==> config.mk <==
export PLATFORM = sky130hd
export DESIGN_NAME = mini16sc_boot_ctrl
export DESIGN_NICKNAME = d
export VERILOG_FILES = /design/src/rtl/mini16sc_pkg.sv /design/src/rtl/mini16sc_dmem_arb.sv /design/src/rtl/mini16sc_boot_ctrl.sv
export SDC_FILE = /design/constraint.sdc
export NUM_CORES = 1
export LEC_CHECK = 0
export ABC_CLOCK_PERIOD_IN_PS = 3300
export BUFFER_PORTS_ARGS = -buffer_cell sky130_fd_sc_hd__buf_2
export CAP_MARGIN = 20
export CORE_ASPECT_RATIO = 1.5
export CORE_MARGIN = 1.5
export CORE_UTILIZATION = 33
export DETAILED_ROUTE_END_ITERATION = 10
export GPL_TIMING_DRIVEN = 1
export MAX_ROUTING_LAYER = met4
export SETUP_SLACK_MARGIN = 0.4
export SKIP_CTS_REPAIR_TIMING = 1
export SLEW_MARGIN = 40
export SYNTH_ARGS = -nofsm -noshare
export SYNTH_HDL_FRONTEND = slang
export SYNTH_SLANG_ARGS = --single-unit
==> constraint.sdc <==
create_clock -name clk -period 3.3 [get_ports clk]
set_input_delay 0.33 -clock clk [delete_from_list [all_inputs] [get_ports clk]]
set_output_delay 0.33 -clock clk [all_outputs]
set_load 0.02 [all_outputs]
==> src/rtl/mini16sc_pkg.sv <==
// mini16sc_pkg
// Shared constants for the mini16sc host boot path: header command codes,
// header field positions and the boot controller state encodings.
// No ports (package).
package mini16sc_pkg;

    // Header command codes, carried in the top two bits of a header word.
    localparam logic [1:0] CMD_LOAD_I = 2'b00;
    localparam logic [1:0] CMD_LOAD_D = 2'b01;
    localparam logic [1:0] CMD_RUN    = 2'b10;
    localparam logic [1:0] CMD_HALT   = 2'b11;

    // Header field positions.
    localparam int CMD_MSB = 15;
    localparam int CMD_LSB = 14;
    localparam int CNT_MSB = 13;

    // Boot controller state encodings.
    localparam logic [1:0] ST_IDLE = 2'd0;
    localparam logic [1:0] ST_ADDR = 2'd1;
    localparam logic [1:0] ST_DATA = 2'd2;

endpackage

==> src/rtl/mini16sc_dmem_arb.sv <==
// mini16sc_dmem_arb
// Data memory write-port arbiter. The loader owns the port whenever it is
// writing; otherwise the CPU store port passes straight through. A CPU store
// that coincides with a loader write is dropped and latched in collide_o,
// which only reset clears.
// Ports:
//   clk, reset                         clock, synchronous active-high reset
//   ld_we_i, ld_addr_i, ld_data_i      loader write request
//   cpu_we_i, cpu_addr_i, cpu_data_i   CPU store request
//   d_we_o, d_addr_o, d_data_o         shared data memory write port
//   collide_o                          sticky dropped-store flag
module mini16sc_dmem_arb #(
    parameter int WIDTH_D = 16,
    parameter int DEPTH_D = 8
) (
    input  logic               clk,
    input  logic               reset,
    input  logic               ld_we_i,
    input  logic [DEPTH_D-1:0] ld_addr_i,
    input  logic [WIDTH_D-1:0] ld_data_i,
    input  logic               cpu_we_i,
    input  logic [DEPTH_D-1:0] cpu_addr_i,
    input  logic [WIDTH_D-1:0] cpu_data_i,
    output logic               d_we_o,
    output logic [DEPTH_D-1:0] d_addr_o,
    output logic [WIDTH_D-1:0] d_data_o,
    output logic               collide_o
);

    logic collide_q;

    assign d_we_o    = ld_we_i | cpu_we_i;
    assign d_addr_o  = ld_we_i ? ld_addr_i : cpu_addr_i;
    assign d_data_o  = ld_we_i ? ld_data_i : cpu_data_i;
    assign collide_o = collide_q;

    always_ff @(posedge clk) begin
        if (reset) begin
            collide_q <= 1'b0;
        end else if (ld_we_i && cpu_we_i) begin
            collide_q <= 1'b1;
        end
    end

endmodule

==> src/rtl/mini16sc_boot_ctrl.sv <==
// mini16sc_boot_ctrl
// Host-side boot and run controller for the mini16sc CPU. Decodes a 16-bit
// host word stream (header, address, data words), loads instruction or data
// memory, and drives the CPU soft reset from a run flag.
// Ports:
//   clk, reset                      clock, synchronous active-high reset
//   s_valid, s_ready, s_data        host word stream (never back-pressured)
//   soft_reset, running             CPU halt control / run status
//   i_w_addr, i_w_data, i_we        instruction memory write port (registered)
//   cpu_d_w_addr/data, cpu_d_we     CPU data memory store port
//   d_w_addr, d_w_data, d_we        shared data memory write port
//   busy                            load in progress (ADDR or DATA)
//   collide                         sticky: a CPU store was dropped
module mini16sc_boot_ctrl
    import mini16sc_pkg::*;
#(
    parameter int WIDTH_I = 16,
    parameter int WIDTH_D = 16,
    parameter int DEPTH_I = 8,
    parameter int DEPTH_D = 8
) (
    input  logic               clk,
    input  logic               reset,
    input  logic               s_valid,
    output logic               s_ready,
    input  logic [15:0]        s_data,
    output logic               soft_reset,
    output logic [DEPTH_I-1:0] i_w_addr,
    output logic [WIDTH_I-1:0] i_w_data,
    output logic               i_we,
    input  logic [DEPTH_D-1:0] cpu_d_w_addr,
    input  logic [WIDTH_D-1:0] cpu_d_w_data,
    input  logic               cpu_d_we,
    output logic [DEPTH_D-1:0] d_w_addr,
    output logic [WIDTH_D-1:0] d_w_data,
    output logic               d_we,
    output logic               running,
    output logic               busy,
    output logic               collide
);

    logic [1:0]         state_q,    state_d;
    logic               run_q,      run_d;
    logic               tgt_dmem_q, tgt_dmem_d;  // 1: load targets data memory
    logic [CNT_MSB:0]   cnt_q,      cnt_d;       // words remaining minus 1
    logic [DEPTH_I-1:0] ia_q,       ia_d;        // next instruction address
    logic [DEPTH_D-1:0] da_q,       da_d;        // next data address
    logic               i_we_q,     i_we_d;
    logic [DEPTH_I-1:0] i_w_addr_q, i_w_addr_d;
    logic [WIDTH_I-1:0] i_w_data_q, i_w_data_d;
    logic               ld_we_q,    ld_we_d;
    logic [DEPTH_D-1:0] ld_addr_q,  ld_addr_d;
    logic [WIDTH_D-1:0] ld_data_q,  ld_data_d;

    logic       accept;
    logic [1:0] cmd;

    // Ready is held low only while reset is asserted.
    assign s_ready    = !reset;
    assign accept     = s_valid && s_ready;
    assign cmd        = s_data[CMD_MSB:CMD_LSB];

    assign running    = run_q;
    assign soft_reset = !run_q;
    assign busy       = (state_q != ST_IDLE);
    assign i_we       = i_we_q;
    assign i_w_addr   = i_w_addr_q;
    assign i_w_data   = i_w_data_q;

    always_comb begin
        state_d    = state_q;
        run_d      = run_q;
        tgt_dmem_d = tgt_dmem_q;
        cnt_d      = cnt_q;
        ia_d       = ia_q;
        da_d       = da_q;
        i_we_d     = 1'b0;
        i_w_addr_d = i_w_addr_q;
        i_w_data_d = i_w_data_q;
        ld_we_d    = 1'b0;
        ld_addr_d  = ld_addr_q;
        ld_data_d  = ld_data_q;

        case (state_q)
            ST_IDLE: begin
                if (accept) begin
                    case (cmd)
                        CMD_RUN:  run_d = 1'b1;
                        CMD_HALT: run_d = 1'b0;
                        CMD_LOAD_I, CMD_LOAD_D: begin
                            // Loading implies a halt so the CPU never
                            // executes a half-written image.
                            tgt_dmem_d = (cmd == CMD_LOAD_D);
                            cnt_d      = s_data[CNT_MSB:0];
                            run_d      = 1'b0;
                            state_d    = ST_ADDR;
                        end
                        default: state_d = ST_IDLE;
                    endcase
                end
            end

            ST_ADDR: begin
                if (accept) begin
                    ia_d    = s_data[DEPTH_I-1:0];
                    da_d    = s_data[DEPTH_D-1:0];
                    state_d = ST_DATA;
                end
            end

            ST_DATA: begin
                if (accept) begin
                    if (tgt_dmem_q) begin
                        ld_we_d   = 1'b1;
                        ld_addr_d = da_q;
                        ld_data_d = s_data[WIDTH_D-1:0];
                        da_d      = da_q + 1'b1;   // wraps silently
                    end else begin
                        i_we_d     = 1'b1;
                        i_w_addr_d = ia_q;
                        i_w_data_d = s_data[WIDTH_I-1:0];
                        ia_d       = ia_q + 1'b1;  // wraps silently
                    end
                    cnt_d = cnt_q - 1'b1;
                    if (cnt_q == '0) begin
                        state_d = ST_IDLE;
                    end
                end
            end

            default: state_d = ST_IDLE;
        endcase
    end

    always_ff @(posedge clk) begin
        if (reset) begin
            state_q    <= ST_IDLE;
            run_q      <= 1'b0;
            i_we_q     <= 1'b0;
            i_w_addr_q <= '0;
            i_w_data_q <= '0;
            ld_we_q    <= 1'b0;
        end else begin
            state_q    <= state_d;
            run_q      <= run_d;
            i_we_q     <= i_we_d;
            i_w_addr_q <= i_w_addr_d;
            i_w_data_q <= i_w_data_d;
            ld_we_q    <= ld_we_d;
        end
    end

    // Datapath registers carry no reset; they are only observed behind
    // a reset-cleared state or write enable.
    always_ff @(posedge clk) begin
        tgt_dmem_q <= tgt_dmem_d;
        cnt_q      <= cnt_d;
        ia_q       <= ia_d;
        da_q       <= da_d;
        ld_addr_q  <= ld_addr_d;
        ld_data_q  <= ld_data_d;
    end

    mini16sc_dmem_arb #(
        .WIDTH_D (WIDTH_D),
        .DEPTH_D (DEPTH_D)
    ) u_dmem_arb (
        .clk        (clk),
        .reset      (reset),
        .ld_we_i    (ld_we_q),
        .ld_addr_i  (ld_addr_q),
        .ld_data_i  (ld_data_q),
        .cpu_we_i   (cpu_d_we),
        .cpu_addr_i (cpu_d_w_addr),
        .cpu_data_i (cpu_d_w_data),
        .d_we_o     (d_we),
        .d_addr_o   (d_w_addr),
        .d_data_o   (d_w_data),
        .collide_o  (collide)
    );

endmodule

==> results.sh <==
export IMPL_whs_endpoint="ld_data_q[9]"
export IMPL_slowest_stage="sky130_fd_sc_hd__nor3_4"
export IMPL_cellPowerDensity_mw_per_mm2=514
export IMPL_timing_critical_path_arrival_ns=2.46
export IMPL_gate_count_of_the_mapped_netlist=335
export IMPL_floorplan_die_height_um=133
export IMPL_synthesis_area_sq_mm=0.00374
export IMPL_clkTransAtPathRegs_ns=0.06
export IMPL_worstPathCellList="nand2b_1, nor3_4, buf_4, o21ai_0"
export IMPL_postSynthAreaPerCell_sq_um=11.2
export IMPL_routed_wl_um=8540
export IMPL_worst_setup_path_type="reg2reg"
export IMPL_fin_setup_tns_ns=0
export IMPL_tightestPinTransition_ns=0.784
export IMPL_setup_viol_count_final=0
export IMPL_antennaDiodeCount=0
export IMPL_synth_simple_area_share_pct=15.8
export IMPL_nFillCells=1121
export IMPL_synth_seq_area_share_pct=60.2
export IMPL_floorplan_core_area_sq_mm=0.0111
export IMPL_critPathMaxFanout=26
export IMPL_setup_worst_path_start_class="flip-flop"
export IMPL_final_worst_path_period_share_pct=67.7
export IMPL_synth_net_count=382
export IMPL_regToRegStartpoint="state_q[0]"
export IMPL_pre_cts_ws_ns=1.05
export IMPL_portBuffers=98
export IMPL_ys_dominant_reg_cell="sky130_fd_sc_hd__edfxtp_1"
export IMPL_chipWidth_um=89.9
export IMPL_clock_skew_ns=0.00616
export IMPL_fmax_mhz=447
export IMPL_timing_critical_path_buf_inv=1
export IMPL_ratio_of_cells_with_drive_above_1_in_the_final_layout_pct=34.9
export IMPL_min_from="s_data[9]"
export IMPL_final_net_count=480
export IMPL_synth_xor_area_share_pct=5.15
export IMPL_place_congestion=0.806
export IMPL_hold_viol=0
export IMPL_post_synth_edffs=55
export IMPL_timing_reg2reg_setup_slack_ns=1.06
export IMPL_outcome="finished, final reports clean"
export IMPL_rsz0062_at_grt="false"
export IMPL_pin_count=99
export IMPL_grt_first_pass_wirelength_um=13800
export IMPL_hp_class="in2reg"
export IMPL_wl_per_cell_um=14.6
export IMPL_synthAdderAreaFrac_pct=1.00
export IMPL_initial_utilization_pct=33.8
export IMPL_dieArea_sq_mm=0.0120
export IMPL_synthesis_yosys_warnings=0
export IMPL_drt_first_iter_violations=113
export IMPL_final_hold_worst_slack_ns=0.198
export IMPL_period_minus_slack_ns=2.24
export IMPL_route_detailed_drc=0
export IMPL_detailroute_via_count=2759
export IMPL_cts_made_buffers=9
export IMPL_tritoncts_clock_tree="built"
export IMPL_grt_max_degree=32
export IMPL_most_common_layout_cells="sky130_fd_sc_hd__buf_2 (98), sky130_fd_sc_hd__nand2_1 (66), sky130_fd_sc_hd__edfxtp_1 (55), sky130_fd_sc_hd__o21ai_0 (30), sky130_fd_sc_hd__dfxtp_1 (29)"
export IMPL_async_reset_ff_share_pct=0
export IMPL_relSlewSlack_pct=47.7
export IMPL_via_count_of_the_first_global_routing_pass=2665
export IMPL_tot_pwr_mw=2.43
export IMPL_dp_final_hpwl_um=6210
export IMPL_synthMuxAreaShare_pct=7.49
export IMPL_overflow=0
export IMPL_worstPathRequired_ns=3.52
export IMPL_timing_max_cap_violations=0
export IMPL_cts_htree_levels=3
export IMPL_worst_setup_path_end_kind="flip-flop"
export IMPL_avgViaCountPerCell=4.72
export IMPL_synth_compound_area_share_pct=8.10
export IMPL_worst_hold_path_num_cells=1
export IMPL_clock_insertion_delay_worst_skew_ns=0.34
export IMPL_cts_root_buf="sky130_fd_sc_hd__clkbuf_16"
export IMPL_rows=47
export IMPL_postSynthRegisterBits=85
export IMPL_cts_path_max_buffers=2
export IMPL_layout_cells_most_common="sky130_fd_sc_hd__buf_2"
export IMPL_area_growth_pct=26.2
export IMPL_main_combinational_cell_family_by_area_after_synthesis="simple AND/OR/NAND/NOR gates"
export IMPL_crit_path_max_incr_delay_ns=0.77
export IMPL_timing_rr_end="i_w_data[1]"
export IMPL_gr_usage_all_layers_pct=15.2
export IMPL_max_ir_drop_vdd_mv=0.265
export IMPL_final_critical_path_setup_slack_ns=1.06
export IMPL_synth_cell_types=40
export IMPL_power_leakage_nw=1.80
export IMPL_drt_pass1_iterations=4
export IMPL_antenna_found_initial=0
export IMPL_postRouteAntennaNets=0
export IMPL_cts_sinks=85
export IMPL_rr_worst_depth=4
export IMPL_final_max_slew_violation_count=0
export IMPL_crit_family="simple AND/OR/NAND/NOR gates"
[stage by stage]
stage / util (%) / instance area (sq um) / std cells
5_1_grt: 42.7 / 4720 / 585
4_1_cts: 42.7 / 4720 / 585
3_3_place_gp: 39.7 / 4390 / 569
6_report: 42.7 / 4720 / 585
3_5_place_dp: 39.7 / 4390 / 569
2_1_floorplan: - / 3740 / 335
[registers in the layout, summed over array words and instances (netlist names)]
name	count
u_dmem_arb.collide_o	1
ia_q	8
tgt_dmem_q	1
ld_we_q	1
da_q	8
i_we	1
running	1
ld_data_q	16
i_w_data	16
ld_addr_q	8
state_q	2
i_w_addr	8
cnt_q	14
[cell families after synthesis]
logic type,after synthesis
fa+ha+maj,3
xor+xnor,22
mux,25
compound gates,58
buf+inv,20
flops,85
simple gates,122
[report_power, final]
group,switching [mW],internal (mW),leakage (nW)
combinational,0.110,0.0712,0.899
sequential,0.0173,1.15,0.741
clock,0.403,0.675,0.165
total,0.530,1.90,1.80
[metal layers]
layer,GRT usage [%],part of all wire [%]
met2,24.5,49
met5,-,0
met4,6.08,1.9
met3,3.54,4.6
met1,18.5,45
[layout make-up]
class                   count  area [sq um]  share of cell area (%)
clock buffers              12           278                    5.88
clock inverters             4          50.0                    1.06
inverters                   5          18.8                   0.398
multi-input cells         230          1420                    30.0
flip-flops and latches     85          2250                    47.7
well taps                 147           184                    3.90
repair buffers            102           520                    11.0
[synthesized netlist by cell type, types with 2 or more instances]
library cell	number	area [sq um]
sky130_fd_sc_hd__nand2_1	66	248
sky130_fd_sc_hd__edfxtp_1	55	1650
sky130_fd_sc_hd__dfxtp_1	30	601
sky130_fd_sc_hd__o21ai_0	30	150
sky130_fd_sc_hd__mux2_2	24	270
sky130_fd_sc_hd__a21oi_1	22	110
sky130_fd_sc_hd__nor2_1	19	71.3
sky130_fd_sc_hd__xor2_1	14	123
sky130_fd_sc_hd__clkbuf_1	8	30.0
sky130_fd_sc_hd__nand3_1	8	40.0
sky130_fd_sc_hd__xnor2_1	8	70.1
sky130_fd_sc_hd__inv_1	4	15.0
sky130_fd_sc_hd__nor2b_1	4	25.0
sky130_fd_sc_hd__nor3_1	4	20.0
sky130_fd_sc_hd__and3_1	3	18.8
sky130_fd_sc_hd__buf_1	3	11.3
sky130_fd_sc_hd__buf_2	3	15.0
sky130_fd_sc_hd__ha_1	3	37.5
sky130_fd_sc_hd__nand2b_1	3	18.8
sky130_fd_sc_hd__nand4b_1	3	26.3
sky130_fd_sc_hd__nand3b_1	2	15.0
[how the worst max path moves through the flow]
stage | slack [ns] | startpoint | cells past startpoint | endpoint
5_1_grt | 0.77 | state_q[0] | 4 | i_w_addr[3]
3_3_place_gp | 1.12 | state_q[0] | 4 | i_w_data[1]
6_report | 1.06 | state_q[0] | 4 | i_w_data[1]
4_1_cts | 1.04 | state_q[0] | 4 | i_w_addr[6]
2_1_floorplan | 1.13 | state_q[1] | 3 | ld_addr_q[0]
3_5_place_dp | 1.05 | state_q[0] | 4 | i_w_data[2]
No activity file was read; power rests on OpenSTA's default activity.
